$ cat config.mk
export PLATFORM = sky130hd
export DESIGN_NAME = mem_arbiter
export DESIGN_NICKNAME = d
export VERILOG_FILES = /design/src/rtl/mem_arbiter.sv
export SDC_FILE = /design/constraint.sdc
export NUM_CORES = 1
export LEC_CHECK = 0
export BUFFER_PORTS_ARGS = -buffer_cell sky130_fd_sc_hd__buf_2
export CAP_MARGIN = 20
export CORE_UTILIZATION = 45
export CTS_CLUSTER_SIZE = 25
export DETAILED_ROUTE_END_ITERATION = 7
export HOLD_SLACK_MARGIN = 0.02
export PLACE_DENSITY = 0.79
export SLEW_MARGIN = 20
export SYNTH_ARGS = -nofsm -noshare
export SYNTH_HDL_FRONTEND = slang
export SYNTH_SLANG_ARGS = --single-unit
$ cat constraint.sdc
create_clock -name clk -period 2.7 [get_ports clk]
set_input_delay 0.54 -clock clk [delete_from_list [all_inputs] [get_ports clk]]
set_output_delay 0.54 -clock clk [all_outputs]
set_load 0.05 [all_outputs]
$ cat src/rtl/mem_arbiter.sv
// mem_arbiter: round-robin sharing of one memory port between
// instruction fetch and data load/store, with ack timeout.
module mem_arbiter #(
  parameter int TIMEOUT_CYCLES = 16
) (
  input  logic        clk,
  input  logic        rst,
  input  logic        iReq,
  input  logic [31:0] iAddr,
  output logic        iDone,
  output logic [31:0] iRdata,
  input  logic        dRead,
  input  logic        dWrite,
  input  logic [31:0] dAddr,
  input  logic [31:0] dWdata,
  output logic        dDone,
  output logic [31:0] dRdata,
  output logic        memReq,
  output logic        memWe,
  output logic [31:0] memAddr,
  output logic [31:0] memWdata,
  input  logic [31:0] memRdata,
  input  logic        memAck,
  output logic        busErr,
  output logic        overrun
);

  typedef enum logic [1:0] {
    IDLE,
    BUSY,
    RESP
  } state_t;

  localparam logic [7:0] CntLast = 8'(TIMEOUT_CYCLES - 1);

  state_t      st, st_n;
  logic        i_pend, i_pend_n;
  logic [31:0] i_addr_q, i_addr_n;
  logic        d_pend, d_pend_n;
  logic        d_we_q, d_we_n;
  logic [31:0] d_addr_q, d_addr_n;
  logic [31:0] d_wdata_q, d_wdata_n;
  // owner of the current access; doubles as last grant (1 = D)
  logic        own_d, own_d_n;
  logic [7:0]  cnt, cnt_n;
  logic        req_n, we_n, idone_n, ddone_n;
  logic        err_n, ovr_n;
  logic [31:0] addr_n, wdata_n;
  logic [31:0] irdata_n, drdata_n, rd_v;
  logic        d_req, i_eff, d_eff;
  logic        gnt_i, gnt_d;

  // next-state, capture, arbitration and output decode
  always_comb begin
    d_req     = dRead | dWrite;
    i_eff     = i_pend | iReq;
    d_eff     = d_pend | d_req;
    i_addr_n  = iReq ? iAddr : i_addr_q;
    d_addr_n  = d_req ? dAddr : d_addr_q;
    d_we_n    = d_req ? dWrite : d_we_q;
    d_wdata_n = dWrite ? dWdata : d_wdata_q;
    gnt_i     = 1'b0;
    gnt_d     = 1'b0;
    st_n      = st;
    own_d_n   = own_d;
    cnt_n     = cnt;
    req_n     = memReq;
    we_n      = memWe;
    addr_n    = memAddr;
    wdata_n   = memWdata;
    irdata_n  = iRdata;
    drdata_n  = dRdata;
    idone_n   = 1'b0;
    ddone_n   = 1'b0;
    err_n     = busErr;
    rd_v      = memAck ? memRdata : 32'h0;
    ovr_n     = overrun
              | (iReq & i_pend)
              | (d_req & d_pend)
              | (dRead & dWrite);
    unique case (st)
      IDLE: begin
        gnt_i = i_eff & (~d_eff | own_d);
        gnt_d = d_eff & ~gnt_i;
        if (gnt_i | gnt_d) begin
          st_n    = BUSY;
          own_d_n = gnt_d;
          req_n   = 1'b1;
          we_n    = gnt_d & d_we_n;
          addr_n  = gnt_d ? d_addr_n : i_addr_n;
          cnt_n   = '0;
          if (gnt_d) wdata_n = d_wdata_n;
        end
      end
      BUSY: begin
        if (memAck || cnt == CntLast) begin
          st_n    = RESP;
          req_n   = 1'b0;
          idone_n = ~own_d;
          ddone_n = own_d;
          err_n   = busErr | ~memAck;
          if (!memWe) begin
            if (own_d) drdata_n = rd_v;
            else       irdata_n = rd_v;
          end
        end else begin
          cnt_n = cnt + 8'd1;
        end
      end
      RESP:    st_n = IDLE;
      default: st_n = IDLE;
    endcase
    i_pend_n = ~gnt_i & i_eff;
    d_pend_n = ~gnt_d & d_eff;
  end

  // state and output registers
  always_ff @(posedge clk) begin
    if (rst) begin
      st        <= IDLE;
      i_pend    <= 1'b0;
      i_addr_q  <= '0;
      d_pend    <= 1'b0;
      d_we_q    <= 1'b0;
      d_addr_q  <= '0;
      d_wdata_q <= '0;
      own_d     <= 1'b1;
      cnt       <= '0;
      memReq    <= 1'b0;
      memWe     <= 1'b0;
      memAddr   <= '0;
      memWdata  <= '0;
      iRdata    <= '0;
      dRdata    <= '0;
      iDone     <= 1'b0;
      dDone     <= 1'b0;
      busErr    <= 1'b0;
      overrun   <= 1'b0;
    end else begin
      st        <= st_n;
      i_pend    <= i_pend_n;
      i_addr_q  <= i_addr_n;
      d_pend    <= d_pend_n;
      d_we_q    <= d_we_n;
      d_addr_q  <= d_addr_n;
      d_wdata_q <= d_wdata_n;
      own_d     <= own_d_n;
      cnt       <= cnt_n;
      memReq    <= req_n;
      memWe     <= we_n;
      memAddr   <= addr_n;
      memWdata  <= wdata_n;
      iRdata    <= irdata_n;
      dRdata    <= drdata_n;
      iDone     <= idone_n;
      dDone     <= ddone_n;
      busErr    <= err_n;
      overrun   <= ovr_n;
    end
  end

endmodule

# [Word-level counts from Yosys, hierarchy flattened]
# Index checks and enable logic that the tools add are counted.
[totals] ff_bits=244 in_bits=134 output_inout_bits=134 elab_cells=80
[op_classes] n_addsub=1 n_eq_ne=5 muxes=17 n_bitwise=26 n_reduce_logical=12
[op_table] op="$mux W32" count=5
[op_table] op="$mux W8" count=2
[op_table] op="$pmux W8 S2" count=1
[op_table] op="$not A1 Y1" count=9
[op_table] op="$or A1 B1 Y1" count=9
[op_table] op="$reduce_and A3 Y1" count=3
[op_table] op="$add A8 B1 Y8 const B" count=1
[op_table] op="$and A1 B1 Y1" count=8
[op_table] op="$eq A8 B4 Y1 const B" count=1
[op_table] op="$reduce_and A4 Y1" count=2
[op_table] op="$ne A2 B2 Y1 const B" count=3
[op_table] op="$reduce_and A2 Y1" count=3
[op_table] op="$mux W1" count=5
[op_table] op="$mux W2" count=2
[op_table] op="$pmux W2 S2" count=1
[op_table] op="$reduce_or A3 Y1" count=1
[op_table] op="$eq A2 B1 Y1 const B" count=1
[op_table] op="$logic_not A2 Y1" count=1
[op_table] op="$pmux W1 S2" count=1
[op_table] op="$reduce_bool A2 Y1" count=1
[op_table] op="$logic_or A1 B1 Y1" count=1

# [Logic depth before layout (Yosys ltp)]
# Gate-level depths: netlist of run 1.
[depth] word_depth=10 ltp_mapped=7 depth_no_buf=5

# [Worst setup path after synthesis of run 1]
# OpenSTA, ideal clock, no wires.
[synth_timing] kind="register -> register" startpoint="register cnt[0]" endpoint="register dRdata[10]" setup_ps=120 arrival_ps=1874 required_ps=2580 slack_ps=706 stages_incl_launch_ff=8 path_buffers=2 synth_period_minus_slack_ps=1994 path_cell_list="dfxtp_1 ha_1 and4b_1 a21oi_2 or4b_1 buf_6 buf_12 mux2i_1"
[synth_via] elab_chain_cells=3
[synth_rtl] element="start, declared" line="45" rtl="logic [7:0] cnt, cnt_n;"
[synth_rtl] element="start signal, assigned" line="148" rtl="cnt <= cnt_n;"
[synth_rtl] element="$eq A8 B4 Y1" line="96" rtl="if (memAck || cnt == CntLast) begin"
[synth_rtl] element="$logic_or A1 B1 Y1" line="96"
[synth_rtl] element="$reduce_and A4 Y1 (no line)"
[synth_rtl] element="end signal, assigned" line="154" rtl="dRdata <= drdata_n;"
[synth_rtl] element="end, declared" line="17" rtl="output logic [31:0] dRdata,"
# Every way passes these cells.
# A chain may end at the register's enable or synchronous reset.

# [Final worst setup path of run 1]
[layout_timing] startpoint="register cnt[0]" endpoint="register dRdata[25]"
# Same word-level chain as after synthesis.

==> results of run 1 <==
==> stage by stage <==
stage / worst slack [ps] / instance area [sq um]
6_report: 277 / 11700
2_1_floorplan: 706 / 9250
4_1_cts: 290 / 11600
3_3_place_gp: 387 / 10800
3_5_place_dp: 308 / 10800
5_1_grt: 127 / 11600
==> cells in the final DEF, fill, tap and decap left out, drive strengths merged, types with 2 or more instances in the layout <==
cell type and instances:
a32o 32, clkinv 3, nand2 74, nand3b 33
o21ai 7, o31ai 2, and3b 2, diode 3
dfxtp 244, buf 285, clkbuf 40, and2 2
o22a 32, o41ai 4, nor3 5, nand3 4
mux2i 160, or3 2, inv 4, nand4b 3
a41oi 2, nor2 104, a21oi 10, clkinvlp 2
or2 3, nand2b 66, a311oi 3
==> power breakdown <==
part	total, mW	internal (mW)	switching [mW]
Combinational	1.75	0.542	1.21
Clock	3.57	2.15	1.42
Sequential	4.01	3.88	0.130
Total	9.34	6.58	2.76
==> final timing paths <==
path,to,slack [ps],cells after the start
max reg2reg,dRdata[25],280,6
max,dRdata[25],280,6
min reg2reg,memAddr[3],460,1
min,d_addr_q[7],280,3
==> synth_stat cells, types with 2 or more instances <==
master / n
o31ai_1: 2
buf_4: 4
nand4b_1: 3
nor3_1: 4
nor2_1: 103
or2_2: 3
clkbuf_1: 36
a32o_1: 32
nand2_1: 74
o41ai_1: 4
nand3_1: 4
buf_6: 4
buf_2: 15
and3b_1: 2
dfxtp_1: 244
a311oi_1: 3
nand3b_1: 33
buf_12: 3
buf_1: 7
a41oi_1: 2
a21oi_1: 9
and2_1: 2
o21ai_0: 5
o22a_1: 32
inv_1: 3
or3_1: 2
nand2b_1: 66
mux2i_1: 160
==> worst register-to-register path: stages (launching register included) <==
cell and delay [ps]:
dfxtp_1 440, ha_1 320, and4b_1 270, a21oi_2 80
or4b_2 630, buf_4 330, mux2i_1 210
==> cell type report <==
class                      instances  area [sq um]  area share
sequential                       244          4880       0.419
multi-input combinational        564          4010       0.344
timing repair buffer             285          1520       0.131
clock buffer                      40           805      0.0691
tap                              270           338      0.0290
clock inverter                     7          75.1     0.00644
inverter                           3          11.3    0.000966
antenna                            3          7.51    0.000644
==> per-layer routing <==
layer  part of all wire  GRT usage  wire length, um  vias to the layer above
li1                   -          -                -                     3567
met1               0.43      0.255             9680                     3423
met2               0.46      0.345            10200                      244
met3              0.086     0.0643             1930                       41
met4              0.025     0.0668              566                        2
met5            0.00045          0               10                        -
==> cell families after synthesis <==
| logic type | synth area share |
|---|---|
| mux | 0.173 |
| compound gates | 0.0894 |
| buf+inv | 0.0414 |
| flops | 0.528 |
| simple gates | 0.167 |
| fa+ha+maj | 0.00135 |
==> sequential cells by signal (all words and copies together), names as in the netlist, 2 cells and up <==
register and cells:
cnt 8, dRdata 32, d_addr_q 32, d_wdata_q 32, iRdata 32, i_addr_q 32
memAddr 32, memWdata 32, st 2
==> summary.txt, run 1 <==
Outcome
  • Status: complete, no violations

CTS
  • Sink Count: 244
  • Worst-Skew Late Latency: 510 ps
  • Cts bufs inserted: 27
  • TritonCTS clock tree: built
  • CTS-repair resized insts: 0
  • Post-CTS Hold Buffers: 0
  • Root Driver: clkbuf_16
  • H-tree lvl count: 1
  • Setup bufs post-CTS: 0
  • Reg clk slew, reported paths: 60 ps
  • Clock buffer depth: 3

Timing
  • Fmax: 413 MHz
  • Final Max Slew Viols: 0
  • Final setup fails: 0
  • Hold WS: 276 ps
  • Crit path time final: 2420 ps
  • RSZ-0062 raised after global routing: false
  • Setup TNS: 0 ps
  • Endpoints failing hold: 0
  • Slew headroom: 0.491
  • Final Skew: 6.51 ps
  • Worst Tran Pin Value: 753 ps
  • Crit share post-route: 0.898

Critical path
  • Slowest CP cell: or4b_2
  • Max FO, Critical Path: 32
  • CP Launch Type: register
  • Endpoint class of the critical path: register
  • Family with the most delay on the worst path: simple AND/OR/NAND/NOR gates
  • Worst path arrival time: 2800 ps
  • Critical R2R Launch: cnt[0]
  • Buf/Inv on CP: 1
  • Crit path cell chain: ha_1 -> and4b_1 -> a21oi_2 -> or4b_2 -> buf_4 -> mux2i_1
  • Critical path type: reg -> reg
  • Crit path launch: cnt[0]
  • Worst path max stage delay: 630 ps
  • CP Data Required Time: 3080 ps

Finish
  • Core Util, Final: 0.578
  • Share of cells above drive strength 1: 0.298
  • Final #Nets: 1260
  • Area Growth Syn to Fin: 25.9%
  • Fillcell total: 1736
  • Non-filler cells, final: 1416

Yosys
  • Top cells by area, synth: dfxtp_1, mux2i_1, nand2b_1, nor2_1, a32o_1
  • Yosys warns: 0
  • Average size of a mapped cell: 10.5 sq um
  • Top-area cell type share of the netlist area: 0.528
  • Synth cell types: 47
  • Syn Nets: 1015
  • Cell taking the most area after synthesis: dfxtp_1
  • Top FF cell, synth: dfxtp_1
  • Number of synthesized flops with an enable pin: 0
  • Flops & latches, synth: 244
  • Sequential element share of the synthesized area: 0.528
  • Post-synth ARST share: 0
  • Syn Inst Count: 880
  • Syn Std Cell Area: 9250 sq um

Global route
  • Grt total ovfl: 0
  • Vias in the first global route: 7150
  • Antenna violations before repair: 3
  • Pin count of the biggest net entering global routing: 84
  • All-Layer GR Usage: 0.207
  • First-pass GRT wire length: 36000 um

Detailed routing
  • DR vias: 7277
  • DR iter-0 viols: 323
  • DR vias/cell: 5.14
  • Final wirelength: 22400 um
  • Router iterations before antenna repair: 5
  • Wire per inst: 15.8 um
  • # DRC: 0
  • Routed Antenna Nets: 0

Pwr
  • Leak Pwr: 5.79 nW
  • Worst vdd ir: 706 uV
  • Final total power: 9.34 mW
  • PwrDens: 802 nW/um^2

Placement
  • Placed cell count: 1366
  • Dpl hpwl: 14800 um
  • I/O Buffers: 267
  • RD Place Congestion: 0.833

Die
  • Core box area: 20200 sq um
  • # IOs: 268
  • DIE AREA: 21100 sq um
  • Chip width: 145 um
  • Initial core utilization: 0.459
  • # rows: 52
  • Die H: 145 um

Run
  • Max-cap violations: 0

Hold path
  • Worst Hold Launch: dAddr[7]
  • Tightest Hold Check Type: in -> reg
Power figures use the tool's default switching activity.
==> run 2: changes to the inputs <==
--- a/config.mk
+++ b/config.mk
@@ -5,13 +5,13 @@
 export SDC_FILE = /design/constraint.sdc
 export NUM_CORES = 1
 export LEC_CHECK = 0
-export BUFFER_PORTS_ARGS = -buffer_cell sky130_fd_sc_hd__buf_2
 export CAP_MARGIN = 20
 export CORE_UTILIZATION = 45
 export CTS_CLUSTER_SIZE = 25
 export DETAILED_ROUTE_END_ITERATION = 7
+export DONT_BUFFER_PORTS = 1
 export HOLD_SLACK_MARGIN = 0.02
-export PLACE_DENSITY = 0.79
+export PLACE_DENSITY = 0.68
 export SLEW_MARGIN = 20
 export SYNTH_ARGS = -nofsm -noshare
 export SYNTH_HDL_FRONTEND = slang
==> summary.txt, run 2 (synthesis results as in run 1) <==
CTS
  • Reg clk slew, reported paths: 60 ps
  • Sink Count: 244
  • Post-CTS Hold Buffers: 0
  • Worst-Skew Late Latency: 530 ps
  • Clock buffer depth: 3
  • TritonCTS clock tree: built
  • Root Driver: clkbuf_16
  • H-tree lvl count: 1
  • Setup bufs post-CTS: 0
  • Cts bufs inserted: 26
  • CTS-repair resized insts: 0

Timing
  • RSZ-0062 raised after global routing: false
  • Worst Tran Pin Value: 856 ps
  • Setup TNS: 0 ps
  • Crit path time final: 2380 ps
  • Slew headroom: 0.428
  • Crit share post-route: 0.881
  • Final Max Slew Viols: 0
  • Fmax: 420 MHz
  • Endpoints failing hold: 0
  • Final setup fails: 0
  • Final Skew: 16.1 ps

Detailed routing
  • DR vias/cell: 5.42
  • M1 WL: 8290 um
  • Top sig layer: met4
  • Wire per inst: 17.9 um
  • DR vias: 6170
  • Router iterations before antenna repair: 6
  • Routed Antenna Nets: 0
  • Final wirelength: 20400 um
  • # DRC: 0
  • DR iter-0 viols: 288
  • WL met2: 9320 um
  • Metal3 WL: 2190 um

Pwr
  • Leak Pwr: 4.53 nW
  • PwrDens: 892 nW/um^2
  • Final total power: 9.16 mW
  • Worst vdd ir: 679 uV

Placement
  • RD Place Congestion: 0.821
  • Dpl hpwl: 12800 um
  • I/O Buffers: 0

Die
  • Initial core utilization: 0.459
  • Core box area: 20200 sq um
  • DIE AREA: 21100 sq um
  • Die H: 145 um
  • # IOs: 268
  • Chip width: 145 um
  • # rows: 52

Global route
  • First-pass GRT wire length: 32700 um
  • Vias in the first global route: 6226
  • All-Layer GR Usage: 0.189
  • Grt total ovfl: 0
  • Antenna violations before repair: 0
  • Pin count of the biggest net entering global routing: 217

Critical path
  • Max FO, Critical Path: 32
  • Family with the most delay on the worst path: simple AND/OR/NAND/NOR gates
  • Critical path type: reg -> reg
  • WP depth: 6
  • Slowest CP cell: or4b_2
  • Crit path launch: cnt[0]
  • CP Data Required Time: 3090 ps
  • Worst setup path end: dRdata[12]
  • CP Launch Type: register
  • Crit path cell chain: ha_1 -> and4b_1 -> a21oi_2 -> or4b_2 -> buf_4 -> mux2i_1
  • Worst path arrival time: 2770 ps
  • Worst R2R End: dRdata[12]
  • Worst path max stage delay: 630 ps
  • Critical R2R Launch: cnt[0]
  • Buf/Inv on CP: 1
  • Worst R2R Path Depth: 6
  • Endpoint class of the critical path: register
  • Flop2flop setup slack: 320 ps

Hold path
  • WHS Path Cells: 1
  • Tightest Hold Check Type: in -> reg

Finish
  • Final #Nets: 984
  • Most common cell after layout, fill and taps aside: dfxtp_1
  • Antenna Cells: 0
  • Area Growth Syn to Fin: 11.0%
  • Most frequent cells in the layout: dfxtp_1, mux2i_1, nor2_1
  • Share of cells above drive strength 1: 0.0759
  • Core Util, Final: 0.509

Run
  • Max-cap violations: 0

Outcome
  • Status: complete, no violations
[run 2: cell types whose count changed in the layout (fill, tap and decap cells not counted), sizes merged]
cell	change
clkinvlp	-1
diode	-3
clkinv	+1
clkbuf	-2
buf	-275
bufinv	+3
[run 2: worst reg2reg max path: stages, from the launching register on]
cell and delay, ps:
dfxtp_1 450, ha_1 300, and4b_1 250, a21oi_2 80, or4b_2 630, buf_4 330
mux2i_1 200
[run 2: where the power goes]
group / switching [mW] / internal, mW
logic: 0.367 / 0.341
clock network: 1.42 / 2.33
registers: 0.816 / 3.88
total: 2.61 / 6.55
[run 2: cell type report]
class                           instances  area, sq um
Inverter                                3         11.3
Tap cell                              270          338
Fill cell                            1847         9900
Clock inverter                         10          168
Clock buffer                           38          756
Timing Repair Buffer                   10          100
Sequential cell                       244         4880
Multi-Input combinational cell        564         4010
[run 2: worst min path at each step]
stage	start	to
6_report	rst	d_wdata_q[0]
5_1_grt	rst	i_addr_q[27]
4_1_cts	rst	d_addr_q[23]
3_5_place_dp	i_addr_q[12]	i_addr_q[12]
3_3_place_gp	i_addr_q[18]	i_addr_q[18]
2_1_floorplan	i_addr_q[0]	i_addr_q[0]
[run 2: stage by stage]
stage	hold slack (ps)	std cells	cell area [sq um]	worst slack, ps
3_5_place_dp	476	1091	9350	330
5_1_grt	68.0	1139	10300	187
6_report	88.7	1139	10300	320
3_3_place_gp	468	1091	9350	387
4_1_cts	57.7	1139	10300	311
2_1_floorplan	456	880	9250	706
[run 2: metal layers]
layer,vias to the layer above,global-route usage
met3,39,0.0806
met1,2905,0.220
met4,0,0.0668
li1,3009,-
met5,-,0
met2,217,0.311
